$ cat src/rtl/haar_db_pkg.sv
// Shared constants for the Haar stage database reader: database size derivation,
// word-kind encoding and the read sequencer state encoding.
package haar_db_pkg;

    localparam int DEF_NUM_CLASSIFIERS          = 10;
    localparam int DEF_NUM_PARAM_PER_CLASSIFIER = 19;
    localparam int DEF_NUM_STAGE_THRESHOLD      = 3;

    function automatic int num_database_index(input int n_cls, input int n_param, input int n_thr);
        return n_cls * n_param + n_thr;
    endfunction

    localparam int NUM_DATABASE_INDEX = num_database_index(DEF_NUM_CLASSIFIERS,
                                                           DEF_NUM_PARAM_PER_CLASSIFIER,
                                                           DEF_NUM_STAGE_THRESHOLD);

    localparam logic KIND_PARAM     = 1'b0;
    localparam logic KIND_THRESHOLD = 1'b1;

    typedef enum logic [2:0] {
        S_IDLE,
        S_FETCH,
        S_CAPTURE,
        S_HOLD,
        S_DONE
    } state_e;

endpackage

$ cat src/rtl/stage_database_reader_if.sv
// Tagged parameter stream from the stage database reader to the classifier engine.
interface stage_database_reader_if #(
    parameter int DATA_WIDTH = 16
);
    logic                  param_valid;
    logic                  param_ready;
    logic [DATA_WIDTH-1:0] param_data;
    logic                  param_kind;
    logic [3:0]            classifier_idx;
    logic [4:0]            param_idx;
    logic                  param_last;

    modport master (
        output param_valid, param_data, param_kind, classifier_idx, param_idx, param_last,
        input  param_ready
    );

    modport slave (
        input  param_valid, param_data, param_kind, classifier_idx, param_idx, param_last,
        output param_ready
    );
endinterface

$ cat src/rtl/stage_param_index_tracker.sv
// Tracks which classifier record / threshold word the current database address belongs
// to, using wrapping counters so no divider is needed.
module stage_param_index_tracker
    import haar_db_pkg::*;
#(
    parameter int NUM_CLASSIFIERS          = DEF_NUM_CLASSIFIERS,
    parameter int NUM_PARAM_PER_CLASSIFIER = DEF_NUM_PARAM_PER_CLASSIFIER,
    parameter int NUM_STAGE_THRESHOLD      = DEF_NUM_STAGE_THRESHOLD
) (
    input  logic       clk_fpga,
    input  logic       reset_fpga,
    input  logic       clear_i,
    input  logic       advance_i,
    output logic [3:0] classifier_idx_o,
    output logic [4:0] param_idx_o,
    output logic       kind_o,
    output logic       last_o
);

    localparam logic [4:0] PARAM_MAX = 5'(NUM_PARAM_PER_CLASSIFIER - 1);
    localparam logic [4:0] THR_MAX   = 5'(NUM_STAGE_THRESHOLD - 1);
    localparam logic [3:0] CLS_MAX   = 4'(NUM_CLASSIFIERS - 1);

    logic [4:0] param_q, param_d;
    logic [3:0] cls_q, cls_d;
    logic       kind_q, kind_d;

    always_comb begin
        // NOTE: every _d gets its hold value first so no branch can infer a latch.
        param_d = param_q;
        cls_d   = cls_q;
        kind_d  = kind_q;
        if (clear_i) begin
            param_d = '0;
            cls_d   = '0;
            kind_d  = KIND_PARAM;
        end else if (advance_i) begin
            if (kind_q == KIND_PARAM && param_q == PARAM_MAX) begin
                param_d = '0;
                if (cls_q == CLS_MAX) begin
                    cls_d  = '0;
                    kind_d = KIND_THRESHOLD;
                end else begin
                    cls_d = cls_q + 4'd1;
                end
            end else begin
                param_d = param_q + 5'd1;
            end
        end
    end

    always_ff @(posedge clk_fpga or posedge reset_fpga) begin
        if (reset_fpga) begin
            param_q <= '0;
            cls_q   <= '0;
            kind_q  <= KIND_PARAM;
        end else begin
            param_q <= param_d;
            cls_q   <= cls_d;
            kind_q  <= kind_d;
        end
    end

    assign classifier_idx_o = cls_q;
    assign param_idx_o      = param_q;
    assign kind_o           = kind_q;
    assign last_o           = (kind_q == KIND_PARAM) ? (param_q == PARAM_MAX) : (param_q == THR_MAX);

endmodule

$ cat src/rtl/stage_database_reader.sv
// Walks the whole stage database once per start request through a 1-cycle read port and
// streams each word, tagged with its record position, over a valid/ready handshake.
module stage_database_reader
    import haar_db_pkg::*;
#(
    parameter int ADDR_WIDTH               = 10,
    parameter int DATA_WIDTH_16            = 16,
    parameter int NUM_CLASSIFIERS          = DEF_NUM_CLASSIFIERS,
    parameter int NUM_PARAM_PER_CLASSIFIER = DEF_NUM_PARAM_PER_CLASSIFIER,
    parameter int NUM_STAGE_THRESHOLD      = DEF_NUM_STAGE_THRESHOLD
) (
    input  logic                     clk_fpga,
    input  logic                     reset_fpga,
    input  logic                     i_db_ready,
    input  logic                     i_start,
    output logic                     o_busy,
    output logic                     o_rd_en,
    output logic [ADDR_WIDTH-1:0]    o_rd_addr,
    input  logic [DATA_WIDTH_16-1:0] i_rd_data,
    stage_database_reader_if.master  param_if,
    output logic                     o_done,
    output logic                     o_abort
);

    localparam int DB_WORDS = num_database_index(NUM_CLASSIFIERS, NUM_PARAM_PER_CLASSIFIER,
                                                 NUM_STAGE_THRESHOLD);
    localparam logic [ADDR_WIDTH-1:0] LAST_ADDR = ADDR_WIDTH'(DB_WORDS - 1);

    if (DB_WORDS > (2 ** ADDR_WIDTH)) begin : g_bad_addr_width
        $error("stage_database_reader: database does not fit in ADDR_WIDTH address space");
    end

    state_e                   state_q;
    logic                     busy_q, rd_en_q, valid_q, done_q, abort_q;
    logic [ADDR_WIDTH-1:0]    addr_q;
    logic [DATA_WIDTH_16-1:0] data_q;
    logic                     kind_q, last_q;
    logic [3:0]               cls_q;
    logic [4:0]               pidx_q;

    logic       start_ok, abort_now, accept, trk_clear;
    logic [3:0] trk_cls;
    logic [4:0] trk_pidx;
    logic       trk_kind, trk_last;

    assign start_ok  = (state_q == S_IDLE) && i_start && i_db_ready;
    assign abort_now = (state_q != S_IDLE) && !i_db_ready;
    assign accept    = (state_q == S_HOLD) && param_if.param_ready && i_db_ready;
    assign trk_clear = start_ok || abort_now || (state_q == S_DONE);

    stage_param_index_tracker #(
        .NUM_CLASSIFIERS          (NUM_CLASSIFIERS),
        .NUM_PARAM_PER_CLASSIFIER (NUM_PARAM_PER_CLASSIFIER),
        .NUM_STAGE_THRESHOLD      (NUM_STAGE_THRESHOLD)
    ) u_tracker (
        .clk_fpga         (clk_fpga),
        .reset_fpga       (reset_fpga),
        .clear_i          (trk_clear),
        .advance_i        (accept),
        .classifier_idx_o (trk_cls),
        .param_idx_o      (trk_pidx),
        .kind_o           (trk_kind),
        .last_o           (trk_last)
    );

    // NOTE: all state uses non-blocking assignment so every register sees pre-edge values.
    always_ff @(posedge clk_fpga or posedge reset_fpga) begin
        if (reset_fpga) begin
            state_q <= S_IDLE;
            busy_q  <= 1'b0;
            rd_en_q <= 1'b0;
            valid_q <= 1'b0;
            done_q  <= 1'b0;
            abort_q <= 1'b0;
            addr_q  <= '0;
            data_q  <= '0;
            kind_q  <= KIND_PARAM;
            last_q  <= 1'b0;
            cls_q   <= '0;
            pidx_q  <= '0;
        end else begin
            rd_en_q <= 1'b0;
            done_q  <= 1'b0;
            abort_q <= 1'b0;
            // Losing the database mid-stream wins over any in-flight handshake.
            if (abort_now) begin
                state_q <= S_IDLE;
                busy_q  <= 1'b0;
                valid_q <= 1'b0;
                abort_q <= 1'b1;
                addr_q  <= '0;
            end else begin
                unique case (state_q)
                    S_IDLE: begin
                        if (start_ok) begin
                            state_q <= S_FETCH;
                            busy_q  <= 1'b1;
                            rd_en_q <= 1'b1;
                            addr_q  <= '0;
                        end
                    end
                    S_FETCH: state_q <= S_CAPTURE;
                    S_CAPTURE: begin
                        data_q  <= i_rd_data;
                        kind_q  <= trk_kind;
                        cls_q   <= trk_cls;
                        pidx_q  <= trk_pidx;
                        last_q  <= trk_last;
                        valid_q <= 1'b1;
                        state_q <= S_HOLD;
                    end
                    S_HOLD: begin
                        if (accept) begin
                            valid_q <= 1'b0;
                            if (addr_q == LAST_ADDR) begin
                                state_q <= S_DONE;
                                done_q  <= 1'b1;
                            end else begin
                                addr_q  <= addr_q + ADDR_WIDTH'(1);
                                rd_en_q <= 1'b1;
                                state_q <= S_FETCH;
                            end
                        end
                    end
                    S_DONE: begin
                        state_q <= S_IDLE;
                        busy_q  <= 1'b0;
                        addr_q  <= '0;
                    end
                    default: state_q <= S_IDLE;
                endcase
            end
        end
    end

    assign o_busy    = busy_q;
    assign o_rd_en   = rd_en_q;
    assign o_rd_addr = addr_q;
    assign o_done    = done_q;
    assign o_abort   = abort_q;

    assign param_if.param_valid    = valid_q;
    assign param_if.param_data     = data_q;
    assign param_if.param_kind     = kind_q;
    assign param_if.classifier_idx = cls_q;
    assign param_if.param_idx      = pidx_q;
    assign param_if.param_last     = last_q;

endmodule

$ cat src/flat_wrapper.sv
// flat-port wrapper written by rule: the top's interface ports become plain ports
module stage_database_reader_flat import haar_db_pkg::*;
#(
    parameter int ADDR_WIDTH               = 10,
    parameter int DATA_WIDTH_16            = 16,
    parameter int NUM_CLASSIFIERS          = DEF_NUM_CLASSIFIERS,
    parameter int NUM_PARAM_PER_CLASSIFIER = DEF_NUM_PARAM_PER_CLASSIFIER,
    parameter int NUM_STAGE_THRESHOLD      = DEF_NUM_STAGE_THRESHOLD
)
  (clk_fpga, reset_fpga, i_db_ready, i_start, o_busy, o_rd_en, o_rd_addr, i_rd_data, o_done, o_abort, param_if_param_valid, param_if_param_data, param_if_param_kind, param_if_classifier_idx, param_if_param_idx, param_if_param_last, param_if_param_ready);
  stage_database_reader_if #(.DATA_WIDTH(16)) param_if_i ();
  input  logic clk_fpga;
  input  logic reset_fpga;
  input  logic i_db_ready;
  input  logic i_start;
  output logic o_busy;
  output logic o_rd_en;
  output logic [ADDR_WIDTH-1:0] o_rd_addr;
  input  logic [DATA_WIDTH_16-1:0] i_rd_data;
  output logic o_done;
  output logic o_abort;
  output wire logic [$bits(param_if_i.param_valid)-1:0] param_if_param_valid;
  output wire logic [$bits(param_if_i.param_data)-1:0] param_if_param_data;
  output wire logic [$bits(param_if_i.param_kind)-1:0] param_if_param_kind;
  output wire logic [$bits(param_if_i.classifier_idx)-1:0] param_if_classifier_idx;
  output wire logic [$bits(param_if_i.param_idx)-1:0] param_if_param_idx;
  output wire logic [$bits(param_if_i.param_last)-1:0] param_if_param_last;
  input wire logic [$bits(param_if_i.param_ready)-1:0] param_if_param_ready;
  assign param_if_param_valid = param_if_i.param_valid;
  assign param_if_param_data = param_if_i.param_data;
  assign param_if_param_kind = param_if_i.param_kind;
  assign param_if_classifier_idx = param_if_i.classifier_idx;
  assign param_if_param_idx = param_if_i.param_idx;
  assign param_if_param_last = param_if_i.param_last;
  assign param_if_i.param_ready = param_if_param_ready;
  stage_database_reader #(.ADDR_WIDTH(ADDR_WIDTH), .DATA_WIDTH_16(DATA_WIDTH_16), .NUM_CLASSIFIERS(NUM_CLASSIFIERS), .NUM_PARAM_PER_CLASSIFIER(NUM_PARAM_PER_CLASSIFIER), .NUM_STAGE_THRESHOLD(NUM_STAGE_THRESHOLD)) u_core (.clk_fpga(clk_fpga), .reset_fpga(reset_fpga), .i_db_ready(i_db_ready), .i_start(i_start), .o_busy(o_busy), .o_rd_en(o_rd_en), .o_rd_addr(o_rd_addr), .i_rd_data(i_rd_data), .param_if(param_if_i), .o_done(o_done), .o_abort(o_abort));
endmodule
$ cat config.mk
export PLATFORM = sky130hd
export DESIGN_NAME = stage_database_reader_flat
export DESIGN_NICKNAME = d
export VERILOG_FILES = /design/src/rtl/haar_db_pkg.sv /design/src/rtl/stage_database_reader_if.sv /design/src/rtl/stage_param_index_tracker.sv /design/src/rtl/stage_database_reader.sv /design/src/flat_wrapper.sv
export SDC_FILE = /design/constraint.sdc
export NUM_CORES = 1
export LEC_CHECK = 0
export CORE_ASPECT_RATIO = 1.5
export CORE_MARGIN = 10
export CORE_UTILIZATION = 36
export CTS_CLUSTER_DIAMETER = 80
export CTS_CLUSTER_SIZE = 10
export DETAILED_ROUTE_END_ITERATION = 7
export SKIP_CTS_REPAIR_TIMING = 1
export SLEW_MARGIN = 20
export SYNTH_ARGS = -nofsm -noshare
export SYNTH_HDL_FRONTEND = slang
export SYNTH_SLANG_ARGS = --single-unit
$ cat constraint.sdc
create_clock -name clk_fpga -period 2.2 [get_ports clk_fpga]
set_input_delay 0.44 -clock clk_fpga [delete_from_list [all_inputs] [get_ports clk_fpga]]
set_output_delay 0.44 -clock clk_fpga [all_outputs]
set_load 0.01 [all_outputs]
==> flow_metrics.env <==
export IMPL_ys_top_cells_by_count="dfrtp_1 (55), mux2_2 (26), nor2_1 (19)"
export IMPL_hold_viol=0
export IMPL_critical_path_class="input pin to flip-flop"
export IMPL_leakagePower_nw=1.47
export IMPL_place_ws_ns=-0.00757
export IMPL_initial_core_util_pct=37.0
export IMPL_dpl_cell_area_um2=3320
export IMPL_cts_htree_levels=2
export IMPL_grt_pass1_wl_um=10000
export IMPL_ant_nets=0
export IMPL_portBuffers=62
export IMPL_period_share_pct=85.8
export IMPL_final_area_um2=3430
export IMPL_grt_overflow=0
export IMPL_syn_area_um2=2550
export IMPL_dp_hpwl_um=4310
export IMPL_globalRoute_busiestLayer="met2"
export IMPL_worstPathMaxFanout=9
export IMPL_clkTransAtPathRegs_ns=0.10
export IMPL_crit_slowest_cell="clkdlybuf4s50_1"
export IMPL_core_area_um2=6900
export IMPL_root_buffer="clkbuf_8"
export IMPL_ys_seq_area_share_pct=53.9
export IMPL_wl_per_cell_um=15.7
export IMPL_end_kind="flip-flop"
export IMPL_synth_edf_count=0
export IMPL_grt_antenna_before_repair=0
export IMPL_use_met1_pct=13.1
export IMPL_grt_met2_usage_pct=18.6
export IMPL_final_seq_area_um2=1380
export IMPL_finalCriticalPeriod_ns=1.89
export IMPL_clock_sinks=55
export IMPL_synthArstFlopShare_pct=100
export IMPL_crit_path_cell_trace="clkdlybuf4s50_1, nand2_4, o32ai_2, o22ai_1, or2_1, o41ai_2"
export IMPL_route_detailed_drc=0
export IMPL_slew_viol_final=0
export IMPL_crit_path_start_kind="input pin"
export IMPL_layout_drive_gt1_share_pct=18.5
export IMPL_ios=63
export IMPL_r2r_setup_slack_ns=0.33
export IMPL_status="finished clean"
export IMPL_required_ns=2.41
export IMPL_crit_family="compound AO/OA/AOI/OAI gates"
export IMPL_synth_nets=252
export IMPL_syn_to_final_growth_pct=34.3
export IMPL_fill_cells=631
export IMPL_insertedDiodeCount=0
export IMPL_dr_total_vias=1955
export IMPL_fin_setup_tns_ns=0
export IMPL_drv_cap=0
export IMPL_fp_dieArea_um2=10900
export IMPL_critPathMaxStageDelay_ns=0.56
export IMPL_relSlewSlack_pct=69.1
export IMPL_clock_skew_ns=0.00952
export IMPL_use_met3_pct=4.48
export IMPL_cts_tree="built"
export IMPL_grt_use_total_pct=11.2
export IMPL_syn_area_per_cell_um2=11.3
export IMPL_die_h_um=123
export IMPL_power_w=0.00283
export IMPL_syn_inst=225
export IMPL_grt_setup_unrepaired="no"
export IMPL_clockBufferDepth=2
export IMPL_die_width_um=88.7
export IMPL_powerDensity_nw_per_um2=827
export IMPL_max_slew_worst_pin_slew_ns=0.464
export IMPL_drt_pass1_iter_count=5
export IMPL_synth_area_leaders="dfrtp_1 (54%), mux2_2 (11%), ha_1 (2.9%), o21ai_0 (2.9%), nor2_1 (2.8%)"
export IMPL_yosys_area_top_type="dfrtp_1"
export IMPL_setup_ws_ns=0.313
export IMPL_setup_violations=0
export IMPL_synth_ff_type="dfrtp_1"
export IMPL_holdWs_ns=0.502
export IMPL_wirelength_um=5870
export IMPL_synth_top_area_share_pct=53.9
export IMPL_drt_iter0_markers=80
export IMPL_crit_buf_inv=1
export IMPL_vias_per_cell=5.21
export IMPL_ys_ff_latch=55
export IMPL_synth_most_common_cell="dfrtp_1"
export IMPL_nNetsFinal=323
export IMPL_row_count=37
export IMPL_synth_cell_type_count=43
export IMPL_numCtsBuffers=5
export IMPL_vdd_ir_drop_worst_v=0.000391
export IMPL_critical_path_arrival_ns=2.10
export IMPL_grt_max_degree=56
export IMPL_fmax_mhz=530
export IMPL_place_congestion=0.797
export IMPL_grt_pass1_vias=2005
export IMPL_clk_latency_ns=0.31
export IMPL_hp_class="input pin to async pin"
export IMPL_yosysWarnings=0
export IMPL_multi_input_area_um2=1080
metrics by stage:
step                      util [%]  instances
after floorplan                  -        225
after global placement        48.2        367
after detailed placement      48.2        367
after CTS                     49.7        375
after global routing          49.7        375
final                         49.7        375
routing by layer:
metal / vias to the layer above / routed length [µm]
li1: 946 / -
met5: - / 0
met3: 9 / 619
met1: 929 / 2400
met4: 0 / 74
met2: 71 / 2780
worst reg2reg max path, cell delays in order, from the launching register on:
cell and delay, ns:
dfrtp_1 0.45, inv_1 0.08, ha_1 0.13, nor4b_1 0.23, nand4_1 0.19, o22ai_1 0.18, or2_1 0.37, o31ai_1 0.13
registers in the layout, summed over array words and instances, names as in the netlist:
register and flops:
u_core.u_tracker.classifier_idx_o 4, u_core.o_abort 1, u_core.u_tracker.param_idx_o 5, u_core.o_rd_addr 10, u_core.o_rd_en 1, u_core.param_if.param_data 16, u_core.param_if.param_idx 5, u_core.u_tracker.kind_o 1
u_core.param_if.classifier_idx 4, u_core.param_if.param_valid 1, u_core.o_done 1, u_core.o_busy 1, u_core.param_if.param_last 1, u_core.state_q 3, u_core.param_if.param_kind 1
cell type report:
cell class	count	area share, %
multi-input cells	152	31.6
repair buffers	74	21.5
flip-flops and latches	55	40.2
clock buffers	7	2.81
well taps	78	2.85
clock inverters	1	0.219
inverters	8	0.876
worst paths after layout:
kind / startpoint / to / cells after the start
max in group asynchronous: reset_fpga / u_core.u_tracker.classifier_idx_o[1]$_DFFE_PP0P_ / 3
min reg2reg: u_core.param_if.param_data[4]$_DFFE_PP0P_ / u_core.param_if.param_data[4]$_DFFE_PP0P_ / 1
max: param_if_param_ready / u_core.o_rd_addr[5]$_DFFE_PP0P_ / 6
min: reset_fpga / u_core.param_if.param_data[0]$_DFFE_PP0P_ / 3
min in group clk_fpga: u_core.param_if.param_data[4]$_DFFE_PP0P_ / u_core.param_if.param_data[4]$_DFFE_PP0P_ / 1
max reg2reg: u_core.o_rd_addr[0]$_DFFE_PP0P_ / u_core.o_rd_addr[9]$_DFFE_PP0P_ / 7
cells by family after synthesis:
| family | after synthesis | synth area share [%] |
|---|---|---|
| compound gates | 46 | 12.4 |
| simple gates | 70 | 14.2 |
| fa+ha+maj | 6 | 2.94 |
| mux | 29 | 12.7 |
| flops | 55 | 53.9 |
| xor+xnor | 1 | 0.343 |
| buf+inv | 18 | 3.58 |
cell usage in the layout (no fill, tap or decap), types with 2 or more instances in the layout:
cell type / count
nand2_1: 11
and3_1: 2
a31oi_1: 2
o31ai_1: 7
nor3_1: 6
or2_1: 2
mux2_2: 26
a21oi_1: 6
nor2_2: 2
a311oi_1: 2
clkbuf_8: 7
o21ai_1: 4
buf_4: 10
buf_12: 2
nand2b_1: 4
o21ai_0: 15
nor2_1: 19
o41ai_2: 2
ha_1: 6
nand3_1: 10
clkdlybuf4s50_1: 62
inv_1: 7
dfrtp_1: 55
nand4_1: 4
mux2i_1: 3
nor2b_1: 2
power by group:
part	switching, W	total [W]	internal (W)
clock	0.000317	0.000603	0.000287
sequential	0.000139	0.00136	0.00122
combinational	0.000340	0.000874	0.000535
total	0.000795	0.00283	0.00204
No activity file was read; power rests on OpenSTA's default activity.
